--- config.mk ---
export PLATFORM = sky130hd
export DESIGN_NAME = ides4_align
export DESIGN_NICKNAME = d
export VERILOG_FILES = /design/src/rtl/ides4_pkg.sv /design/src/rtl/ides4_gearbox.sv /design/src/rtl/ides4_align.sv
export SDC_FILE = /design/constraint.sdc
export NUM_CORES = 1
export LEC_CHECK = 0
export BUFFER_PORTS_ARGS = -buffer_cell sky130_fd_sc_hd__buf_2
export CAP_MARGIN = 30
export CORE_UTILIZATION = 55
export CTS_CLUSTER_DIAMETER = 40
export DETAILED_ROUTE_END_ITERATION = 16
export GPL_ROUTABILITY_DRIVEN = 0
export PLACE_DENSITY = 0.75
export SYNTH_ARGS = -nofsm -noshare
export SYNTH_HDL_FRONTEND = slang
export SYNTH_SLANG_ARGS = --single-unit
--- constraint.sdc ---
create_clock -name clk_i -period 1.8 [get_ports clk_i]
set_input_delay 0.36 -clock clk_i [delete_from_list [all_inputs] [get_ports clk_i]]
set_output_delay 0.36 -clock clk_i [all_outputs]
set_load 0.05 [all_outputs]
--- src/rtl/ides4_pkg.sv ---
// Shared types and default constants for the 4-bit word aligner.
package ides4_pkg;

  typedef enum logic [1:0] {
    HUNT   = 2'd0,
    SETTLE = 2'd1,
    VERIFY = 2'd2,
    LOCKED = 2'd3
  } align_state_t;

  localparam logic [3:0] DEF_TRAIN_PAT  = 4'b0101;
  localparam int         DEF_LOCK_CNT   = 4;
  localparam int         DEF_UNLOCK_CNT = 2;
  localparam int         DEF_SLIP_WAIT  = 2;

  // Width of a counter that must hold values 0..max_val (never below 1 bit).
  function automatic int cnt_width(input int max_val);
    return (max_val < 2) ? 1 : $clog2(max_val + 1);
  endfunction

endpackage

--- src/rtl/ides4_gearbox.sv ---
// Serial-to-4-bit gearbox: shift register, word phase and one-bit slip.
module ides4_gearbox (
  input  logic       clk,
  input  logic       nrst,
  input  logic       ser,
  input  logic       en,
  input  logic       slip_req,
  output logic [3:0] word,
  output logic       word_vld
);

  logic [3:0] shift_reg;
  logic [3:0] shift_next;
  logic [1:0] phase_reg;
  logic       pend_reg;
  logic [3:0] word_reg;
  logic       word_vld_reg;
  logic       take_word;

  // Bit 0 of the word is the oldest bit, so new bits enter at the top.
  assign shift_next = {ser, shift_reg[3:1]};

  // A slipped bit is absorbed without advancing the phase, so it never closes a word.
  assign take_word = en && !pend_reg && (phase_reg == 2'd3);

  always_ff @(posedge clk) begin
    if (!nrst) begin
      shift_reg    <= '0;
      phase_reg    <= '0;
      pend_reg     <= 1'b0;
      word_reg     <= '0;
      word_vld_reg <= 1'b0;
    end else begin
      word_vld_reg <= take_word;
      if (take_word) begin
        word_reg <= shift_next;
      end
      if (en) begin
        shift_reg <= shift_next;
        if (!pend_reg) begin
          phase_reg <= phase_reg + 2'd1;
        end
      end
      // A request arriving with a strobe waits for the next strobe.
      if (slip_req) begin
        pend_reg <= 1'b1;
      end else if (en) begin
        pend_reg <= 1'b0;
      end
    end
  end

  assign word     = word_reg;
  assign word_vld = word_vld_reg;

endmodule

--- src/rtl/ides4_align.sv ---
// Word aligner: hunts for the training word by bitslipping, then tracks lock.
module ides4_align
  import ides4_pkg::*;
#(
  parameter logic [3:0] TRAIN_PAT  = DEF_TRAIN_PAT,
  parameter int         LOCK_CNT   = DEF_LOCK_CNT,
  parameter int         UNLOCK_CNT = DEF_UNLOCK_CNT,
  parameter int         SLIP_WAIT  = DEF_SLIP_WAIT
) (
  input  logic       clk_i,
  input  logic       nrst_i,
  input  logic       ser_i,
  input  logic       en_i,
  output logic [3:0] word_o,
  output logic       word_vld_o,
  output logic       locked_o,
  output logic       slip_o,
  output logic [7:0] err_cnt_o
);

  localparam int MW = cnt_width(LOCK_CNT);
  localparam int UW = cnt_width(UNLOCK_CNT);
  localparam int SW = cnt_width(SLIP_WAIT);

  align_state_t  state_reg, state_next;
  logic [MW-1:0] match_reg, match_next;
  logic [UW-1:0] miss_reg, miss_next;
  logic [SW-1:0] settle_reg, settle_next;
  logic [7:0]    err_reg, err_next;
  logic          slip_reg, slip_next;
  logic [3:0]    word;
  logic          word_vld;
  logic          is_match;

  ides4_gearbox u_gearbox (
    .clk      (clk_i),
    .nrst     (nrst_i),
    .ser      (ser_i),
    .en       (en_i),
    .slip_req (slip_next),
    .word     (word),
    .word_vld (word_vld)
  );

  assign is_match = (word == TRAIN_PAT);

  always_ff @(posedge clk_i) begin
    if (!nrst_i) begin
      state_reg  <= HUNT;
      match_reg  <= '0;
      miss_reg   <= '0;
      settle_reg <= '0;
      err_reg    <= '0;
      slip_reg   <= 1'b0;
    end else begin
      state_reg  <= state_next;
      match_reg  <= match_next;
      miss_reg   <= miss_next;
      settle_reg <= settle_next;
      err_reg    <= err_next;
      slip_reg   <= slip_next;
    end
  end

  always_comb begin
    state_next  = state_reg;
    match_next  = match_reg;
    miss_next   = miss_reg;
    settle_next = settle_reg;
    err_next    = err_reg;
    slip_next   = 1'b0;
    if (word_vld) begin
      case (state_reg)
        HUNT: begin
          if (is_match) begin
            match_next = MW'(1);
            state_next = (LOCK_CNT <= 1) ? LOCKED : VERIFY;
          end else begin
            slip_next   = 1'b1;
            settle_next = '0;
            state_next  = (SLIP_WAIT == 0) ? HUNT : SETTLE;
          end
        end
        SETTLE: begin
          // Words straddling the old and new boundary are not compared.
          if (int'(settle_reg) + 1 >= SLIP_WAIT) begin
            settle_next = '0;
            state_next  = HUNT;
          end else begin
            settle_next = settle_reg + SW'(1);
          end
        end
        VERIFY: begin
          if (is_match) begin
            match_next = match_reg + MW'(1);
            if (int'(match_reg) + 1 >= LOCK_CNT) begin
              state_next = LOCKED;
            end
          end else begin
            slip_next   = 1'b1;
            settle_next = '0;
            match_next  = '0;
            state_next  = (SLIP_WAIT == 0) ? HUNT : SETTLE;
          end
        end
        LOCKED: begin
          if (is_match) begin
            miss_next = '0;
          end else begin
            err_next = (err_reg == 8'hFF) ? err_reg : err_reg + 8'd1;
            if (int'(miss_reg) + 1 >= UNLOCK_CNT) begin
              miss_next  = '0;
              match_next = '0;
              state_next = HUNT;
            end else begin
              miss_next = miss_reg + UW'(1);
            end
          end
        end
        default: state_next = HUNT;
      endcase
    end
  end

  assign word_o     = word;
  assign word_vld_o = word_vld;
  assign locked_o   = (state_reg == LOCKED);
  assign slip_o     = slip_reg;
  assign err_cnt_o  = err_reg;

endmodule

==> results of run 1 <==
[synthesized netlist by cell type (2+ instances only)]
library cell	count
or3_1	4
nand3_1	8
a31oi_1	2
mux2i_1	5
a21oi_1	14
ha_1	6
buf_2	3
clkbuf_1	4
nor2_1	13
nand4_1	4
nor2b_1	2
inv_1	8
o21ai_0	8
nand2_1	20
o21ai_1	3
xor2_1	2
dfxtp_1	29
and3_1	2
[layout make-up]
cell class,count,area (µm²)
fillers,189,724
flip-flops and latches,29,581
multi-input cells,113,719
repair buffers,23,128
inverters,9,33.8
well taps,28,35.0
clock inverters,3,17.5
clock buffers,5,37.5
[worst paths after layout]
| check | startpoint | endpoint | cells after the start |
|---|---|---|---|
| hold / removal | ser_i | u_gearbox.word[3] | 3 |
| setup reg to reg | err_cnt_o[0] | err_cnt_o[6] | 5 |
| hold reg to reg | u_gearbox.pend_reg | u_gearbox.pend_reg | 2 |
| setup / recovery | state_reg[1] | locked_o | 3 |
[per-layer routing]
metal	up-vias	global-route usage [%]	part of all wire (%)
met1	519	28.0	49
li1	608	-	-
met4	0	10.4	1.1
met2	22	32.1	45
met3	7	9.06	4.7
met5	-	0	0
[placed cells by master (no fill, tap or decap), types with 3 or more instances in the layout]
cell,netlist,layout
inv_1,8,8
dfxtp_1,29,29
buf_2,3,18
o21ai_1,3,3
a21oi_1,14,14
or3_1,4,4
nand4_1,4,4
buf_4,0,5
mux2i_1,5,5
nor2_1,13,13
ha_1,6,6
clkbuf_4,0,5
o21ai_0,8,8
nand2_1,20,20
nand3_1,8,8
[logic make-up after synthesis]
| logic type | synth area share [%] |
|---|---|
| flip-flops | 42.2 |
| adder cells (fa/ha/maj) | 5.46 |
| multiplexers | 3.64 |
| buffers and inverters | 5.46 |
| XOR/XNOR | 1.91 |
| AO/OA/AOI/OAI | 18.6 |
| AND/OR/NAND/NOR | 22.7 |
[worst min-delay path, cell delays in order]
cell and delay [ns]:
buf_2 0.11, nand3_1 0.06, a21oi_1 0.05
[stage by stage]
stage	hold slack (ns)	utilization (%)	area, µm²
after floorplan	0.432	-	1380
after global placement	0.440	65.8	1500
after detailed placement	0.452	65.8	1500
after CTS	0.287	68.2	1550
after global routing	0.280	68.2	1550
final	0.294	68.2	1550
[where the power goes]
group / switching, mW / internal [mW] / total, mW / leakage [nW]
Combinational: 0.0293 / 0.0185 / 0.0478 / 0.381
Sequential: 0.00549 / 0.649 / 0.655 / 0.234
Clock: 0.230 / 0.147 / 0.377 / 0.0310
Total: 0.265 / 0.815 / 1.08 / 0.647
==> impl_metrics.yaml, run 1 <==
status:
  status: "finished, final reports clean"
global_route:
  grtUsageTotal_pct: 22.1
  grt_pass1_wl_um: 4220
  antenna_found_initial: 0
  grt_max_degree: 19
  grt_pass1_vias: 967
  overflow: 0
route:
  wirelength_um: 2670
  drtIter0Drc: 15
  drt_first_pass_iters: 4
  route.detailed.drc: 0
  antenna_left: 0
  vias_per_cell: 5.50
  vias: 1156
  wl_per_cell_um: 12.7
critical_path:
  crit_chain: "buf_4 -> and2_1 -> buf_2"
  cpLargestDelayFamily: "buffers and inverters"
  r2r_slack_ns: 0.25
  crit_path_top_delay_cell: "dfxtp_1"
  critPathLaunchType: "register"
  end_kind: "primary output"
  required_ns: 1.44
  cp.arrival_ns: 1.27
  cpPeakStageDelay_ns: 0.35
  crit_buf_inv: 2
  criticalPathCategory: "reg2out"
  worstPathMaxFanout: 13
cts:
  clock-root-buffer: "clkbuf_4"
  clock-sinks: 29
  cts_tree: "done"
  numCtsBuffers: 5
  cts.htree.levels: 2
  cts_max_path_buffers: 2
  cts_resized: 0
  post_cts_buffers: 0
  hold_buffers: 0
  clock_latency_ns: 0.33
  clkTransAtPathRegs_ns: 0.10
synth:
  synth_ff_type: "dfxtp_1"
  syn_nets: 169
  synth.area.top_cells: "dfxtp_1 (42%), ha_1 (5.5%), nand2_1 (5.5%), a21oi_1 (5.1%), mux2i_1 (3.6%)"
  synth-seq-cells: 29
  yosysSeqAreaShare_pct: 42.2
  synth_cell_types: 40
  yosysTopAreaCell: "dfxtp_1"
  synth-edff-count: 0
  netlist_instances: 159
  yosysWarnings: 0
  async_flop_share_pct: 0
  avgSynthCellArea_um2: 8.65
  synth_top_cell_area_share_pct: 42.2
  syn_area_mm2: 0.00138
power:
  p_leak_nw: 0.647
  power.density_mw_per_mm2: 696
  total_power_mw: 1.08
  vdd_ir_drop_max_uv: 522
sta:
  fin_crit_ns: 1.63
  worst_slack_ns: 0.167
  skew_ns: 0.0106
  fmax_mhz: 612
  slew_viol_final: 0
  worstMarginPinSlew_ns: 0.286
  timing.final.hold_violations: 0
  max-slew-margin-rel_pct: 80.8
  timing.final.crit_share_pct: 90.7
  grt_setup_unrepaired: "no"
  setup_viol_count_final: 0
  final.setup.tns_ns: 0
finish:
  drive_above_1_share_pct: 20.3
  syn2layout_area_growth_pct: 12.8
  layout.cells.non_filler: 210
  num_antenna_cells: 0
  final_nets: 191
  largest_register_ffs: 8
place:
  dp.cells: 202
  dp_hpwl_um: 1940
  pre_cts_slack_ns: 0.270
  numPortBuffers: 18
job:
  drv_cap: 0
floorplan:
  dieArea_mm2: 0.00270
  row_count: 17
  core-area_mm2: 0.00228
  dieHeight_um: 52
  start_util_pct: 60.4
  die_w_um: 52
  io_pins: 19
hold_path:
  hold_class: "in2reg"
Note: power is estimated with default switching activity, not from simulation.
==> inputs of run 2 (changes only) <==
--- a/config.mk
+++ b/config.mk
@@ -7,11 +7,11 @@
 export LEC_CHECK = 0
 export BUFFER_PORTS_ARGS = -buffer_cell sky130_fd_sc_hd__buf_2
 export CAP_MARGIN = 30
-export CORE_UTILIZATION = 55
+export CORE_UTILIZATION = 30
 export CTS_CLUSTER_DIAMETER = 40
 export DETAILED_ROUTE_END_ITERATION = 16
 export GPL_ROUTABILITY_DRIVEN = 0
-export PLACE_DENSITY = 0.75
+export PLACE_DENSITY = 0.45
 export SYNTH_ARGS = -nofsm -noshare
 export SYNTH_HDL_FRONTEND = slang
 export SYNTH_SLANG_ARGS = --single-unit
==> run 2 against run 1 <==
Hold slack gained 0.045 ns. Setup slack lost 0.031 ns. Combinational power is essentially flat. Critical endpoint unchanged. Largest cell class unchanged. Largest power group unchanged.
==> impl_metrics.yaml, run 2 (synthesis gave the netlist of run 1 again) <==
place:
  numPortBuffers: 18
  dp.cells: 227
  dpl_cell_area_mm2: 0.00153
  dp_hpwl_um: 2040
critical_path:
  required_ns: 1.44
  cp.arrival_ns: 1.30
  criticalPathCategory: "reg2out"
  crit_path_top_delay_cell: "dfxtp_1"
  end_kind: "primary output"
  critPathLaunchType: "register"
  crit_chain: "buf_4 -> and2_1 -> buf_2"
  cpPeakStageDelay_ns: 0.44
  worstPathMaxFanout: 7
global_route:
  grtUsageTotal_pct: 12.1
  grt_max_degree: 20
  overflow: 0
  grt_pass1_wl_um: 4760
  grt_pass1_vias: 1090
  antenna_found_initial: 0
cts:
  cts_resized: 0
  cts_max_path_buffers: 2
  clkTransAtPathRegs_ns: 0.06
  numCtsBuffers: 5
  cts.htree.levels: 2
  clock-root-buffer: "clkbuf_8"
  clock-sinks: 29
  hold_buffers: 0
  post_cts_buffers: 0
  clock_latency_ns: 0.27
  cts_tree: "done"
sta:
  slew_viol_final: 0
  timing.final.crit_share_pct: 92.5
  setup_viol_count_final: 0
  max-slew-margin-rel_pct: 82.5
  timing.final.hold_violations: 0
  fin_crit_ns: 1.66
  fmax_mhz: 601
  grt_setup_unrepaired: "no"
  final.setup.tns_ns: 0
  skew_ns: 0.00299
  worstMarginPinSlew_ns: 0.262
finish:
  final_common_cell: "dfxtp_1"
  seqCellArea_um2: 581
  multi_input_area_um2: 719
  num_antenna_cells: 0
  final_cell_mix: "dfxtp_1 (29), nand2_1 (20), buf_2 (18)"
  final_cell_area_mm2: 0.00164
  syn2layout_area_growth_pct: 19.1
  fin_util_pct: 37.4
  fillerInstances: 461
  final_nets: 192
  layout.cells.non_filler: 234
  drive_above_1_share_pct: 20.3
  largest_register_ffs: 8
hold_path:
  hold_class: "in2reg"
route:
  drtIter0Drc: 53
  drt_first_pass_iters: 4
  wirelength_um: 2790
  vias_per_cell: 4.91
  antenna_left: 0
  route.detailed.drc: 0
  wl_per_cell_um: 11.9
  vias: 1148
job:
  drv_cap: 0
power:
  p_leak_nw: 0.675
  total_power_mw: 1.35
  power.density_mw_per_mm2: 823
  vdd_ir_drop_max_uv: 411
floorplan:
  io_pins: 19
  start_util_pct: 31.4
  die_w_um: 69.7
  core-area_mm2: 0.00438
  dieHeight_um: 69.7
  row_count: 24
  dieArea_mm2: 0.00486
status:
  status: "finished, final reports clean"
[run 2: final timing paths]
kind         slack [ns]  cells after the start                endpoint     startpoint
max                0.14                      3                locked_o   state_reg[0]
min                0.34                      3  u_gearbox.shift_reg[3]          ser_i
max reg2reg        0.29                      5            err_cnt_o[6]   err_cnt_o[0]
min reg2reg        0.45                      2           settle_reg[1]  settle_reg[1]
[run 2: per-layer routing]
layer  up-vias  global-route usage, %  part of all wire [%]
met4         0                   4.67                   1.0
met2        16                   18.3                    45
met1       524                   16.2                    50
met3         5                   3.63                   3.7
li1        603                      -                     -
met5         -                      0                     0
[run 2: through the flow]
stage          hold WS (ns)  worst slack (ns)
6_report              0.339             0.135
2_1_floorplan         0.432            0.0406
3_5_place_dp          0.448             0.317
5_1_grt               0.355            0.0405
3_3_place_gp          0.441             0.333
4_1_cts               0.332             0.117
[run 2: power breakdown]
group / internal, mW / switching, mW
clock network: 0.402 / 0.242
registers: 0.650 / 0.00550
logic: 0.0186 / 0.0295
total: 1.07 / 0.277
[run 2: cell type report]
cell class                 instances  area share (%)
multi-input combinational        113            43.9
sequential                        29            35.4
clock buffer                       5            4.20
inverter                           9            2.06
clock inverter                     2            2.14
tap                               52            3.97
timing repair buffer              24            8.25
[run 2: worst max-delay path, delay by kind of cell (launching register included)]
family,cells,cell delay [ns]
buffers and inverters,2,0.44
DFF,1,0.44
and+or+nand+nor,1,0.14
==> inputs of run 3 (changes only) <==
--- a/config.mk
+++ b/config.mk
@@ -8,10 +8,10 @@
 export BUFFER_PORTS_ARGS = -buffer_cell sky130_fd_sc_hd__buf_2
 export CAP_MARGIN = 30
 export CORE_UTILIZATION = 30
+export CTS_BUF_LIST = sky130_fd_sc_hd__clkbuf_4 sky130_fd_sc_hd__clkbuf_8
 export CTS_CLUSTER_DIAMETER = 40
 export DETAILED_ROUTE_END_ITERATION = 16
 export GPL_ROUTABILITY_DRIVEN = 0
-export PLACE_DENSITY = 0.45
 export SYNTH_ARGS = -nofsm -noshare
 export SYNTH_HDL_FRONTEND = slang
 export SYNTH_SLANG_ARGS = --single-unit
==> run 3 against run 2 <==
Die area is the same. Non-clock buffer count shrank 1. Largest cell class unchanged. Core utilization shrank 0.57 points. Via count grew 0.78%. First-iteration DRC count shrank 5.7%. Register-to-register slack is essentially flat. Power shrank 8.8%. Routed wire length shrank 4.0%. Critical path depth shrank 1. Sequential share of layout area grew 0.55 points.
==> impl_metrics.yaml, run 3 (synthesis gave the netlist of run 1 again) <==
sta:
  final.setup.tns_ns: 0
  timing.final.crit_share_pct: 84.9
  grt_setup_unrepaired: "no"
  setup_viol_count_final: 0
  fin_crit_ns: 1.53
  fmax_mhz: 654
  max-slew-margin-rel_pct: 81.7
  skew_ns: 0.00429
  slew_viol_final: 0
  timing.final.hold_violations: 0
  worstMarginPinSlew_ns: 0.273
finish:
  multi_input_area_um2: 719
  seqCellArea_um2: 581
  final_cell_mix: "dfxtp_1 (29), nand2_1 (20), buf_2 (18)"
  fillerInstances: 461
  fin_util_pct: 36.8
  largest_register_ffs: 8
  num_antenna_cells: 0
  final_common_cell: "dfxtp_1"
  final_nets: 191
  syn2layout_area_growth_pct: 17.3
  drive_above_1_share_pct: 20.3
  final_cell_area_mm2: 0.00161
cts:
  cts.htree.levels: 2
  hold_buffers: 0
  clkTransAtPathRegs_ns: 0.06
  numCtsBuffers: 5
  cts_resized: 0
  clock-sinks: 29
  cts_tree: "done"
  clock-root-buffer: "clkbuf_8"
  post_cts_buffers: 0
  clock_latency_ns: 0.28
  cts_max_path_buffers: 2
critical_path:
  required_ns: 1.44
  critPathLaunchType: "register"
  criticalPathCategory: "reg2out"
  cp.arrival_ns: 1.17
  end_kind: "primary output"
  reg2reg_depth: 5
  worstPathMaxFanout: 7
status:
  status: "finished, final reports clean"
floorplan:
  core-area_mm2: 0.00438
  dieArea_mm2: 0.00486
  dieHeight_um: 69.7
  die_w_um: 69.7
  io_pins: 19
  row_count: 24
  start_util_pct: 31.4
route:
  drt_first_pass_iters: 4
  vias: 1157
  route.detailed.drc: 0
  wl_per_cell_um: 11.4
  wirelength_um: 2680
  antenna_left: 0
  vias_per_cell: 4.94
  drtIter0Drc: 50
  met1_length_um: 1330
  route.met2.wl_um: 1160
  met3WireLength_um: 114
  highest_layer: "met4"
place:
  numPortBuffers: 18
  dp_hpwl_um: 1910
  dpl_cell_area_mm2: 0.00153
power:
  p_leak_nw: 0.664
  vdd_ir_drop_max_uv: 368
  power.density_mw_per_mm2: 762
global_route:
  grt_pass1_vias: 1065
  grtUsageTotal_pct: 12.3
  antenna_found_initial: 0
  grt_pass1_wl_um: 4740
  overflow: 0
  grt_max_degree: 22
hold_path:
  hold_class: "in2reg"
  min_path_cells: 3
job:
  drv_cap: 0
[run 3: worst paths after layout]
check / slack [ns] / startpoint / endpoint
max: 0.27 / state_reg[0] / locked_o
max reg2reg: 0.28 / err_cnt_o[0] / err_cnt_o[6]
min: 0.34 / ser_i / u_gearbox.shift_reg[3]
min reg2reg: 0.45 / u_gearbox.pend_reg / u_gearbox.pend_reg
[run 3: area by class of cell]
class	instances	area share, %
inverters	9	2.09
repair buffers	23	7.91
clock buffers	6	4.73
flip-flops and latches	29	36.0
clock inverters	2	0.621
well taps	52	4.03
multi-input cells	113	44.6
[run 3: through the flow]
step	std cells	hold WS (ns)	power (mW)	setup WS, ns
after detailed placement	226	0.450	0.718	0.307
after floorplan	159	0.432	0.702	0.0406
after global placement	226	0.441	0.717	0.336
after global routing	234	0.352	1.28	0.122
after CTS	234	0.333	1.24	0.260
final	234	0.335	1.23	0.272
[run 3: worst max-delay path, cell delays in order (launching register included)]
cell	delay, ns
dfxtp_1	0.43
and2_1	0.19
buf_2	0.27
[run 3: where the power goes]
group | switching, mW | internal (mW)
Sequential | 0.00570 | 0.650
Clock | 0.243 | 0.282
Combinational | 0.0290 | 0.0185
Total | 0.278 | 0.951
[run 3: metal layers]
layer / GRT usage [%] / up-vias
met5: 0 / -
met4: 6.67 / 0
met3: 4.51 / 5
met2: 19.3 / 19
met1: 14.6 / 526
li1: - / 607
